--- config.mk ---
export PLATFORM = sky130hd
export DESIGN_NAME = gamepad_pmod_multi_flat
export DESIGN_NICKNAME = d
export VERILOG_FILES = /design/src/rtl/gamepad_pmod_multi_if.sv /design/src/rtl/gamepad_pmod_multi.sv /design/src/flat_wrapper.sv
export SDC_FILE = /design/constraint.sdc
export NUM_CORES = 1
export LEC_CHECK = 0
export CORE_MARGIN = 5
export CORE_UTILIZATION = 43
export CTS_CLUSTER_DIAMETER = 100
export DETAILED_ROUTE_END_ITERATION = 7
export PLACE_DENSITY = 0.73
export SETUP_SLACK_MARGIN = 0.1
export SLEW_MARGIN = 20
export SYNTH_ARGS = -nofsm -noshare
export SYNTH_HDL_FRONTEND = slang
export SYNTH_SLANG_ARGS = --single-unit
--- constraint.sdc ---
create_clock -name clk -period 3.2 [get_ports clk]
set_input_delay 0.8 -clock clk [delete_from_list [all_inputs] [get_ports clk]]
set_output_delay 0.8 -clock clk [all_outputs]
set_load 0.05 [all_outputs]
--- src/rtl/gamepad_pmod_multi_if.sv ---
// Bundle of the serial PMOD pins and the decoded controller outputs for
// gamepad_pmod_multi.
//   master : drives pmod_data/pmod_clk/pmod_latch, observes the decoded outputs
//   slave  : the decoder; samples the pins and drives buttons, present,
//            pressed, released, frame_valid, frame_err and stale
interface gamepad_pmod_multi_if #(
  parameter int NUM_PADS     = 2,
  parameter int BITS_PER_PAD = 12
);
  localparam int TOTAL = NUM_PADS * BITS_PER_PAD;

  logic                pmod_data;
  logic                pmod_clk;
  logic                pmod_latch;
  logic [TOTAL-1:0]    buttons;
  logic [NUM_PADS-1:0] present;
  logic [TOTAL-1:0]    pressed;
  logic [TOTAL-1:0]    released;
  logic                frame_valid;
  logic                frame_err;
  logic                stale;

  modport master (
    output pmod_data, pmod_clk, pmod_latch,
    input  buttons, present, pressed, released, frame_valid, frame_err, stale
  );

  modport slave (
    input  pmod_data, pmod_clk, pmod_latch,
    output buttons, present, pressed, released, frame_valid, frame_err, stale
  );
endinterface

--- src/rtl/gamepad_pmod_multi.sv ---
// Decoder for a chain of NUM_PADS serial gamepads on a PMOD connector.
// The asynchronous pins are synchronised, pmod_clk rising edges shift data
// into a TOTAL-bit register and pmod_latch rising edges commit a frame when
// exactly TOTAL bits were received. A watchdog forces all pads to
// "disconnected" if no valid frame arrives within TIMEOUT_CYCLES.
// Ports:
//   clk    system clock, rising edge
//   rst_n  synchronous active-low reset
//   pmod   slave side of gamepad_pmod_multi_if
//          (pins in; buttons/present/pressed/released/frame_valid/
//           frame_err/stale out)
module gamepad_pmod_multi #(
  parameter int NUM_PADS       = 2,
  parameter int BITS_PER_PAD   = 12,
  parameter int SYNC_STAGES    = 2,
  parameter int TIMEOUT_CYCLES = 1000000
) (
  input  logic                  clk,
  input  logic                  rst_n,
  gamepad_pmod_multi_if.slave   pmod
);

  localparam int TOTAL = NUM_PADS * BITS_PER_PAD;
  localparam int CNT_W = $clog2(TOTAL + 2);
  localparam int WD_W  = $clog2(TIMEOUT_CYCLES + 1);

  localparam logic [CNT_W-1:0] CNT_FULL = CNT_W'(TOTAL);
  localparam logic [CNT_W-1:0] CNT_SAT  = CNT_W'(TOTAL + 1);
  localparam logic [WD_W-1:0]  WD_MAX   = WD_W'(TIMEOUT_CYCLES);
  localparam logic [WD_W-1:0]  WD_LAST  = WD_W'(TIMEOUT_CYCLES - 1);

  function automatic logic [CNT_W-1:0] cnt_inc(input logic [CNT_W-1:0] c);
    return (c == CNT_SAT) ? c : c + 1'b1;
  endfunction

  function automatic logic [WD_W-1:0] wd_inc(input logic [WD_W-1:0] c);
    return (c == WD_MAX) ? c : c + 1'b1;
  endfunction

  // An unplugged pad leaves the data line pulled high: all-ones slice.
  function automatic logic [NUM_PADS-1:0] pad_present(input logic [TOTAL-1:0] f);
    logic [NUM_PADS-1:0] r;
    r = '0;
    for (int p = 0; p < NUM_PADS; p++)
      r[p] = ~&f[p*BITS_PER_PAD +: BITS_PER_PAD];
    return r;
  endfunction

  function automatic logic [TOTAL-1:0] mask_absent(input logic [TOTAL-1:0] f);
    logic [TOTAL-1:0]    r;
    logic [NUM_PADS-1:0] pr;
    pr = pad_present(f);
    r  = '0;
    for (int p = 0; p < NUM_PADS; p++)
      if (pr[p]) r[p*BITS_PER_PAD +: BITS_PER_PAD] = f[p*BITS_PER_PAD +: BITS_PER_PAD];
    return r;
  endfunction

  logic [SYNC_STAGES-1:0] data_sync_p0, clk_sync_p0, latch_sync_p0;
  logic                   clk_hist_p1, latch_hist_p1;
  logic [TOTAL-1:0]       shift_reg, frame_reg;
  logic [CNT_W-1:0]       bit_cnt;
  logic [WD_W-1:0]        wd_cnt;
  logic [TOTAL-1:0]       buttons_p2, pressed_p2, released_p2;
  logic [NUM_PADS-1:0]    present_p2;
  logic                   vld_p2, err_p2, stale_p2;

  logic             data_s, clk_s, latch_s;
  logic             clk_rise, latch_rise;
  logic             frame_ok, frame_bad, timeout_hit;
  logic [TOTAL-1:0] frame_next, buttons_next;

  // Stage p0 -> p1: synchronised pins, edge detect against delayed copy
  assign data_s     = data_sync_p0[SYNC_STAGES-1];
  assign clk_s      = clk_sync_p0[SYNC_STAGES-1];
  assign latch_s    = latch_sync_p0[SYNC_STAGES-1];
  assign clk_rise   = clk_s & ~clk_hist_p1;
  assign latch_rise = latch_s & ~latch_hist_p1;

  // Stage p1 -> p2: frame commit / timeout and output decode
  assign frame_ok    = latch_rise && (bit_cnt == CNT_FULL);
  assign frame_bad   = latch_rise && (bit_cnt != CNT_FULL);
  assign timeout_hit = !frame_ok && (wd_cnt == WD_LAST);
  assign frame_next  = frame_ok ? shift_reg : (timeout_hit ? '1 : frame_reg);
  assign buttons_next = mask_absent(frame_next);

  always_ff @(posedge clk) begin
    if (!rst_n) begin
      data_sync_p0  <= '0;
      clk_sync_p0   <= '0;
      latch_sync_p0 <= '0;
      clk_hist_p1   <= 1'b0;
      latch_hist_p1 <= 1'b0;
      bit_cnt       <= '0;
      wd_cnt        <= '0;
      shift_reg     <= '1;
      frame_reg     <= '1;
      buttons_p2    <= '0;
      present_p2    <= '0;
      pressed_p2    <= '0;
      released_p2   <= '0;
      vld_p2        <= 1'b0;
      err_p2        <= 1'b0;
      stale_p2      <= 1'b1;
    end else begin
      data_sync_p0  <= {data_sync_p0[SYNC_STAGES-2:0], pmod.pmod_data};
      clk_sync_p0   <= {clk_sync_p0[SYNC_STAGES-2:0], pmod.pmod_clk};
      latch_sync_p0 <= {latch_sync_p0[SYNC_STAGES-2:0], pmod.pmod_latch};
      clk_hist_p1   <= clk_s;
      latch_hist_p1 <= latch_s;

      // A latch edge swallows a coincident clk edge.
      if (latch_rise) begin
        bit_cnt <= '0;
      end else if (clk_rise) begin
        shift_reg <= {shift_reg[TOTAL-2:0], data_s};
        bit_cnt   <= cnt_inc(bit_cnt);
      end

      wd_cnt    <= frame_ok ? '0 : wd_inc(wd_cnt);
      frame_reg <= frame_next;

      // Edge events are zero whenever buttons_next equals the held value.
      buttons_p2  <= buttons_next;
      present_p2  <= pad_present(frame_next);
      pressed_p2  <= buttons_next & ~buttons_p2;
      released_p2 <= ~buttons_next & buttons_p2;
      vld_p2      <= frame_ok;
      err_p2      <= frame_bad;
      if (frame_ok)         stale_p2 <= 1'b0;
      else if (timeout_hit) stale_p2 <= 1'b1;
    end
  end

  assign pmod.buttons     = buttons_p2;
  assign pmod.present     = present_p2;
  assign pmod.pressed     = pressed_p2;
  assign pmod.released    = released_p2;
  assign pmod.frame_valid = vld_p2;
  assign pmod.frame_err   = err_p2;
  assign pmod.stale       = stale_p2;

endmodule

--- src/flat_wrapper.sv ---
// flat-port wrapper written by rule: the top's interface ports become plain ports
module gamepad_pmod_multi_flat 
#(
  parameter int NUM_PADS       = 2,
  parameter int BITS_PER_PAD   = 12,
  parameter int SYNC_STAGES    = 2,
  parameter int TIMEOUT_CYCLES = 1000000
)
  (clk, rst_n, pmod_pmod_data, pmod_pmod_clk, pmod_pmod_latch, pmod_buttons, pmod_present, pmod_pressed, pmod_released, pmod_frame_valid, pmod_frame_err, pmod_stale);
  gamepad_pmod_multi_if #(.NUM_PADS(NUM_PADS), .BITS_PER_PAD(BITS_PER_PAD)) pmod_i ();
  input  logic clk;
  input  logic rst_n;
  input wire logic [$bits(pmod_i.pmod_data)-1:0] pmod_pmod_data;
  input wire logic [$bits(pmod_i.pmod_clk)-1:0] pmod_pmod_clk;
  input wire logic [$bits(pmod_i.pmod_latch)-1:0] pmod_pmod_latch;
  output wire logic [$bits(pmod_i.buttons)-1:0] pmod_buttons;
  output wire logic [$bits(pmod_i.present)-1:0] pmod_present;
  output wire logic [$bits(pmod_i.pressed)-1:0] pmod_pressed;
  output wire logic [$bits(pmod_i.released)-1:0] pmod_released;
  output wire logic [$bits(pmod_i.frame_valid)-1:0] pmod_frame_valid;
  output wire logic [$bits(pmod_i.frame_err)-1:0] pmod_frame_err;
  output wire logic [$bits(pmod_i.stale)-1:0] pmod_stale;
  assign pmod_i.pmod_data = pmod_pmod_data;
  assign pmod_i.pmod_clk = pmod_pmod_clk;
  assign pmod_i.pmod_latch = pmod_pmod_latch;
  assign pmod_buttons = pmod_i.buttons;
  assign pmod_present = pmod_i.present;
  assign pmod_pressed = pmod_i.pressed;
  assign pmod_released = pmod_i.released;
  assign pmod_frame_valid = pmod_i.frame_valid;
  assign pmod_frame_err = pmod_i.frame_err;
  assign pmod_stale = pmod_i.stale;
  gamepad_pmod_multi #(.NUM_PADS(NUM_PADS), .BITS_PER_PAD(BITS_PER_PAD), .SYNC_STAGES(SYNC_STAGES), .TIMEOUT_CYCLES(TIMEOUT_CYCLES)) u_core (.clk(clk), .rst_n(rst_n), .pmod(pmod_i));
endmodule
==> Word-level counts from Yosys, hierarchy flattened <==
Index checks and enable logic that the tools add are counted.
{ "totals": {"register_bits": 158, "out_inout_bits": 77, "word_cells": 53} }
{ "op_classes": {"n_bitwise": 11, "muxes": 6, "n_eq_ne": 5, "add_sub_neg": 2, "reduce_logical": 13} }
{ "op_table": {"columns": ["cell", "count"], "rows": [
  ["24-bit AND", 2],
  ["24-bit two-way mux", 2],
  ["24-bit NOT", 2],
  ["20-bit equality test, second input constant", 2],
  ["12-bit two-way mux", 2],
  ["12-bit AND reduction", 2],
  ["20-bit by 1-bit adder with 20-bit output, second input constant", 1],
  ["5-bit equality test, second input constant", 2],
  ["5-bit by 1-bit adder with 5-bit output, second input constant", 1],
  ["5-bit inequality test, second input constant", 1],
  ["1-bit NOT", 5],
  ["2-bit AND reduction", 2],
  ["2-bit OR reduction", 2],
  ["1-bit logical AND", 3],
  ["1-bit zero test", 3],
  ["1-bit AND", 2],
  ["1-bit two-way mux", 2],
  ["2-bit nonzero test", 1]
]} }

==> Depth between registers and ports, before layout <==
{ "logic_depth": {"depth_word": 11, "ltp_mapped": 9, "ltp_nobuf": 6} }

==> Least setup slack after synthesis <==
Ideal clock, no wire load.
{ "synth_path": {"path_type": "register to register", "from": "register u_core.bit_cnt[0]", "to": "register u_core.pressed_p2[5] (netlist: u_core.pmod.pressed[5])", "arrival_ps": 1912, "setup_slack_ps": 1141, "period_less_slack_ps": 2059, "stages_incl_launch_ff": 10, "setup_ps": 147, "required_ps": 3053, "cell_sequence": "dfxtp_1 -> inv_1 -> ha_1 -> and4b_1 -> clkbuf_1 -> and3_1 -> nand2b_1 -> clkbuf_1 -> clkbuf_1 -> a211oi_1"} }
{ "synth_via": {"elab_chain_cells": 9} }
{ "synth_lines": {"columns": ["item", "line_no", "rtl"], "rows": [
  ["start: declaration", "gamepad_pmod_multi.sv:62", "logic [CNT_W-1:0] bit_cnt;"],
  ["start signal: assignment", "gamepad_pmod_multi.sv:117", "bit_cnt <= cnt_inc(bit_cnt);"],
  ["5-bit equality test (*)", "gamepad_pmod_multi.sv:81", "assign frame_ok = latch_rise && (bit_cnt == CNT_FULL);"],
  ["1-bit logical AND (*)", "gamepad_pmod_multi.sv:81", null],
  ["1-bit zero test", "gamepad_pmod_multi.sv:83", "assign timeout_hit = !frame_ok && (wd_cnt == WD_LAST);"],
  ["1-bit logical AND", "gamepad_pmod_multi.sv:83", null],
  ["24-bit two-way mux", "gamepad_pmod_multi.sv:84", "assign frame_next = frame_ok ? shift_reg : (timeout_hit ? '1 : frame_reg);"],
  ["24-bit two-way mux (*)", "gamepad_pmod_multi.sv:84", null],
  ["12-bit AND reduction", "gamepad_pmod_multi.sv:45", "r[p] = ~&f[p*BITS_PER_PAD +: BITS_PER_PAD];"],
  ["12-bit two-way mux (*)", "gamepad_pmod_multi.sv:55", "if (pr[p]) r[p*BITS_PER_PAD +: BITS_PER_PAD] = f[p*BITS_PER_PAD +: BITS_PER_PAD];"],
  ["24-bit AND (*)", "gamepad_pmod_multi.sv:126", "pressed_p2 <= buttons_next & ~buttons_p2;"],
  ["end signal: assignment", "gamepad_pmod_multi.sv:126", null],
  ["end: declaration", "gamepad_pmod_multi.sv:64", "logic [TOTAL-1:0] buttons_p2, pressed_p2, released_p2;"]
]} }
Every way passes the cells marked *; elsewhere a longest branch is shown, timed or not.
A chain may end at the register's enable or synchronous reset.

==> Final worst setup path <==
{ "layout_path": {"from": "register u_core.bit_cnt[0]", "to": "register u_core.pressed_p2[3] (netlist: u_core.pmod.pressed[3])"} }
Same word-level chain as after synthesis.

==> results.cfg <==
[clocking]
cts_sinks = 158
cts_inserted_buffers = 17
htree_levels = 4
holdBufCountCts = 0
cts_resized = 0
cts_tree = built
cts_max_path_buffers = 2
path_clk_slew_ns = 0.06
clock_latency_ns = 0.42
post_cts_buffers = 0
clock-root-buffer = clkbuf_16

[yosys]
synthFlopType = dfxtp_1
syn_area_um2 = 6183
syn_avg_cell_area_um2 = 9.738
yosys_warnings = 0
synthCells = 635
ys_types = 40
ys_ff_latch = 158
synthArstFlopShare = 0
yosysSeqAreaShare = 0.5115
syn-num-nets = 645
synth_edf_count = 0

[sta]
finalHoldViolations = 0
tightest_slew_ns = 1.068
skew_ns = 0.008123
slew_viol_final = 0
fin_crit_ns = 2.671
setup_viol = 0
final.setup.tns_ns = 0
max_freq_mhz = 374.4
period_share = 0.8348
max_slew_margin = 0.2879
grt_setup_unrepaired = no

[global_route]
grt_util_met1 = 0.2323
grt_max_degree = 51
grt_pass1_wl_mm = 24.48
grtUsageMet3 = 0.04257
grt_usage = 0.1814
first_global_vias = 4915
grt_busiest_layer = met2
grt_overflow = 0
use_met2 = 0.2981
antenna_found_initial = 0

[drt]
wire_per_inst_um = 16.56
wirelength_mm = 14.86
drcViolationCount = 0
first_pass_iters = 5
vias = 5121
drt_iter0_drc = 496
ant_nets = 0
routed_via_density = 5.709

[critical_path]
path_class = reg -> reg
end_kind = register
worstSetupStartpointType = register
timing.rr.start = u_core.bit_cnt[0]
critical_path_peak_fanout = 25
required_ns = 3.52
critPathLaunch = u_core.bit_cnt[0]
cp.arrival_ns = 2.99

[finish]
antenna_cells = 0
finalNetCount = 714
fillCellCount = 1187
drive_above_1_share = 0.1395
syn2layout_area_growth_pct = 25.72
final_util = 0.5557

[worst_hold_path]
hold_class = reg -> reg
holdCritStartpoint = u_core.data_sync_p0[0]

[power_and_ir_drop]
vdd_drop_max_mv = 0.2731
powerDensity_nw_per_um2 = 544.3
leakagePower_nw = 3.244

[flow_run]
max_cap_violations = 0

[die]
die_h_um = 129.9
coreArea_um2 = 13990
chipWidth_um = 129.9
io_pins = 82
num_rows = 43
die-area_um2 = 16880
initial_utilization = 0.4420

[place]
hpwl_mm = 10.07
gp_congestion = 0.7849
io_buffers = 81

[status]
status = finished clean
-- routing by layer --
metal / vias up / share of wire
li1: 2448 / -
met5: - / 0
met1: 2504 / 0.43
met3: 22 / 0.056
met4: 0 / 0.016
met2: 147 / 0.49
-- worst max-delay path: stages (launching register included) --
cell and delay [ns]:
dfxtp_1 0.34, inv_1 0.10, ha_1 0.19, and4b_1 0.60, and3_1 0.29, nand2b_1 0.58, a211oi_1 0.46
-- synth_stat cells, types with 5 or more instances --
master,count,area (µm²)
clkbuf_1,32,120.1
xor2_1,7,61.31
ha_1,5,62.56
buf_2,11,55.05
nand3b_1,25,187.7
a221oi_1,19,166.4
o21ai_0,7,35.03
nor2_1,20,75.07
a211oi_2,12,150.1
a211oi_1,15,112.6
a221oi_2,29,435.4
nand4_1,19,118.9
and3_1,28,175.2
xnor2_1,8,70.07
dfxtp_1,158,3163
and2_1,9,56.30
nor3_1,10,50.05
nand3_1,34,170.2
a21oi_1,34,170.2
inv_1,10,37.54
nand2_1,107,401.6
-- through the flow --
step / power [mW] / area, µm² / std cells / hold WS (ns) / setup slack (ns)
2_1_floorplan: 2.129 / 6183 / 635 / 0.4119 / 1.141
3_3_place_gp: 2.159 / 7129 / 865 / 0.4214 / 0.6613
3_5_place_dp: 2.167 / 7132 / 865 / 0.4234 / 0.6227
4_1_cts: 4.267 / 7766 / 897 / 0.4390 / 0.5383
5_1_grt: 4.372 / 7774 / 897 / 0.4494 / 0.3169
6_report: 4.231 / 7774 / 897 / 0.4362 / 0.5288
-- cells in the final DEF (no fill, tap or decap), types with 7 or more instances in the layout --
cell / synthesis / final
a211oi_1: 15 / 14
a211oi_2: 12 / 11
a21oi_1: 34 / 34
a221oi_1: 19 / 19
a221oi_2: 29 / 29
and2_1: 9 / 9
and3_1: 28 / 28
buf_4: 3 / 18
clkbuf_16: 0 / 17
clkdlybuf4s50_1: 0 / 80
dfxtp_1: 158 / 158
inv_1: 10 / 10
nand2_1: 107 / 106
nand3_1: 34 / 34
nand3b_1: 25 / 25
nand4_1: 19 / 19
nor2_1: 20 / 19
nor3_1: 10 / 10
xnor2_1: 8 / 8
xor2_1: 7 / 7
-- final timing paths --
kind / endpoint / slack [ns] / depth (start not counted)
max: u_core.pmod.pressed[3] / 0.53 / 6
min: u_core.data_sync_p0[1] / 0.44 / 1
max reg2reg: u_core.pmod.pressed[3] / 0.53 / 6
min reg2reg: u_core.data_sync_p0[1] / 0.44 / 1
-- cells by family after synthesis --
group / count (synthesis) / synth area share
AND/OR/NAND/NOR: 276 / 0.2307
flip-flops: 158 / 0.5115
AO/OA/AOI/OAI: 121 / 0.1805
buffers and inverters: 59 / 0.04411
XOR/XNOR: 15 / 0.02125
adder cells (fa/ha/maj): 5 / 0.01012
multiplexers: 1 / 0.001821
-- power breakdown --
group	switching, mW	total, mW	internal (mW)
registers	0.0307	2.02	1.99
logic	0.0650	0.104	0.0394
clock network	0.788	2.11	1.32
total	0.884	4.23	3.35
-- final cells by class --
class                   count  area [µm²]  share of cell area
flip-flops and latches    158        3163              0.4069
multi-input cells         418        2773              0.3567
repair buffers             99       940.9              0.1210
clock buffers              21       480.5             0.06181
well taps                 180       225.2             0.02897
clock inverters            11       153.9             0.01980
inverters                  10       37.54            0.004829
Power figures use the tool's default switching activity.
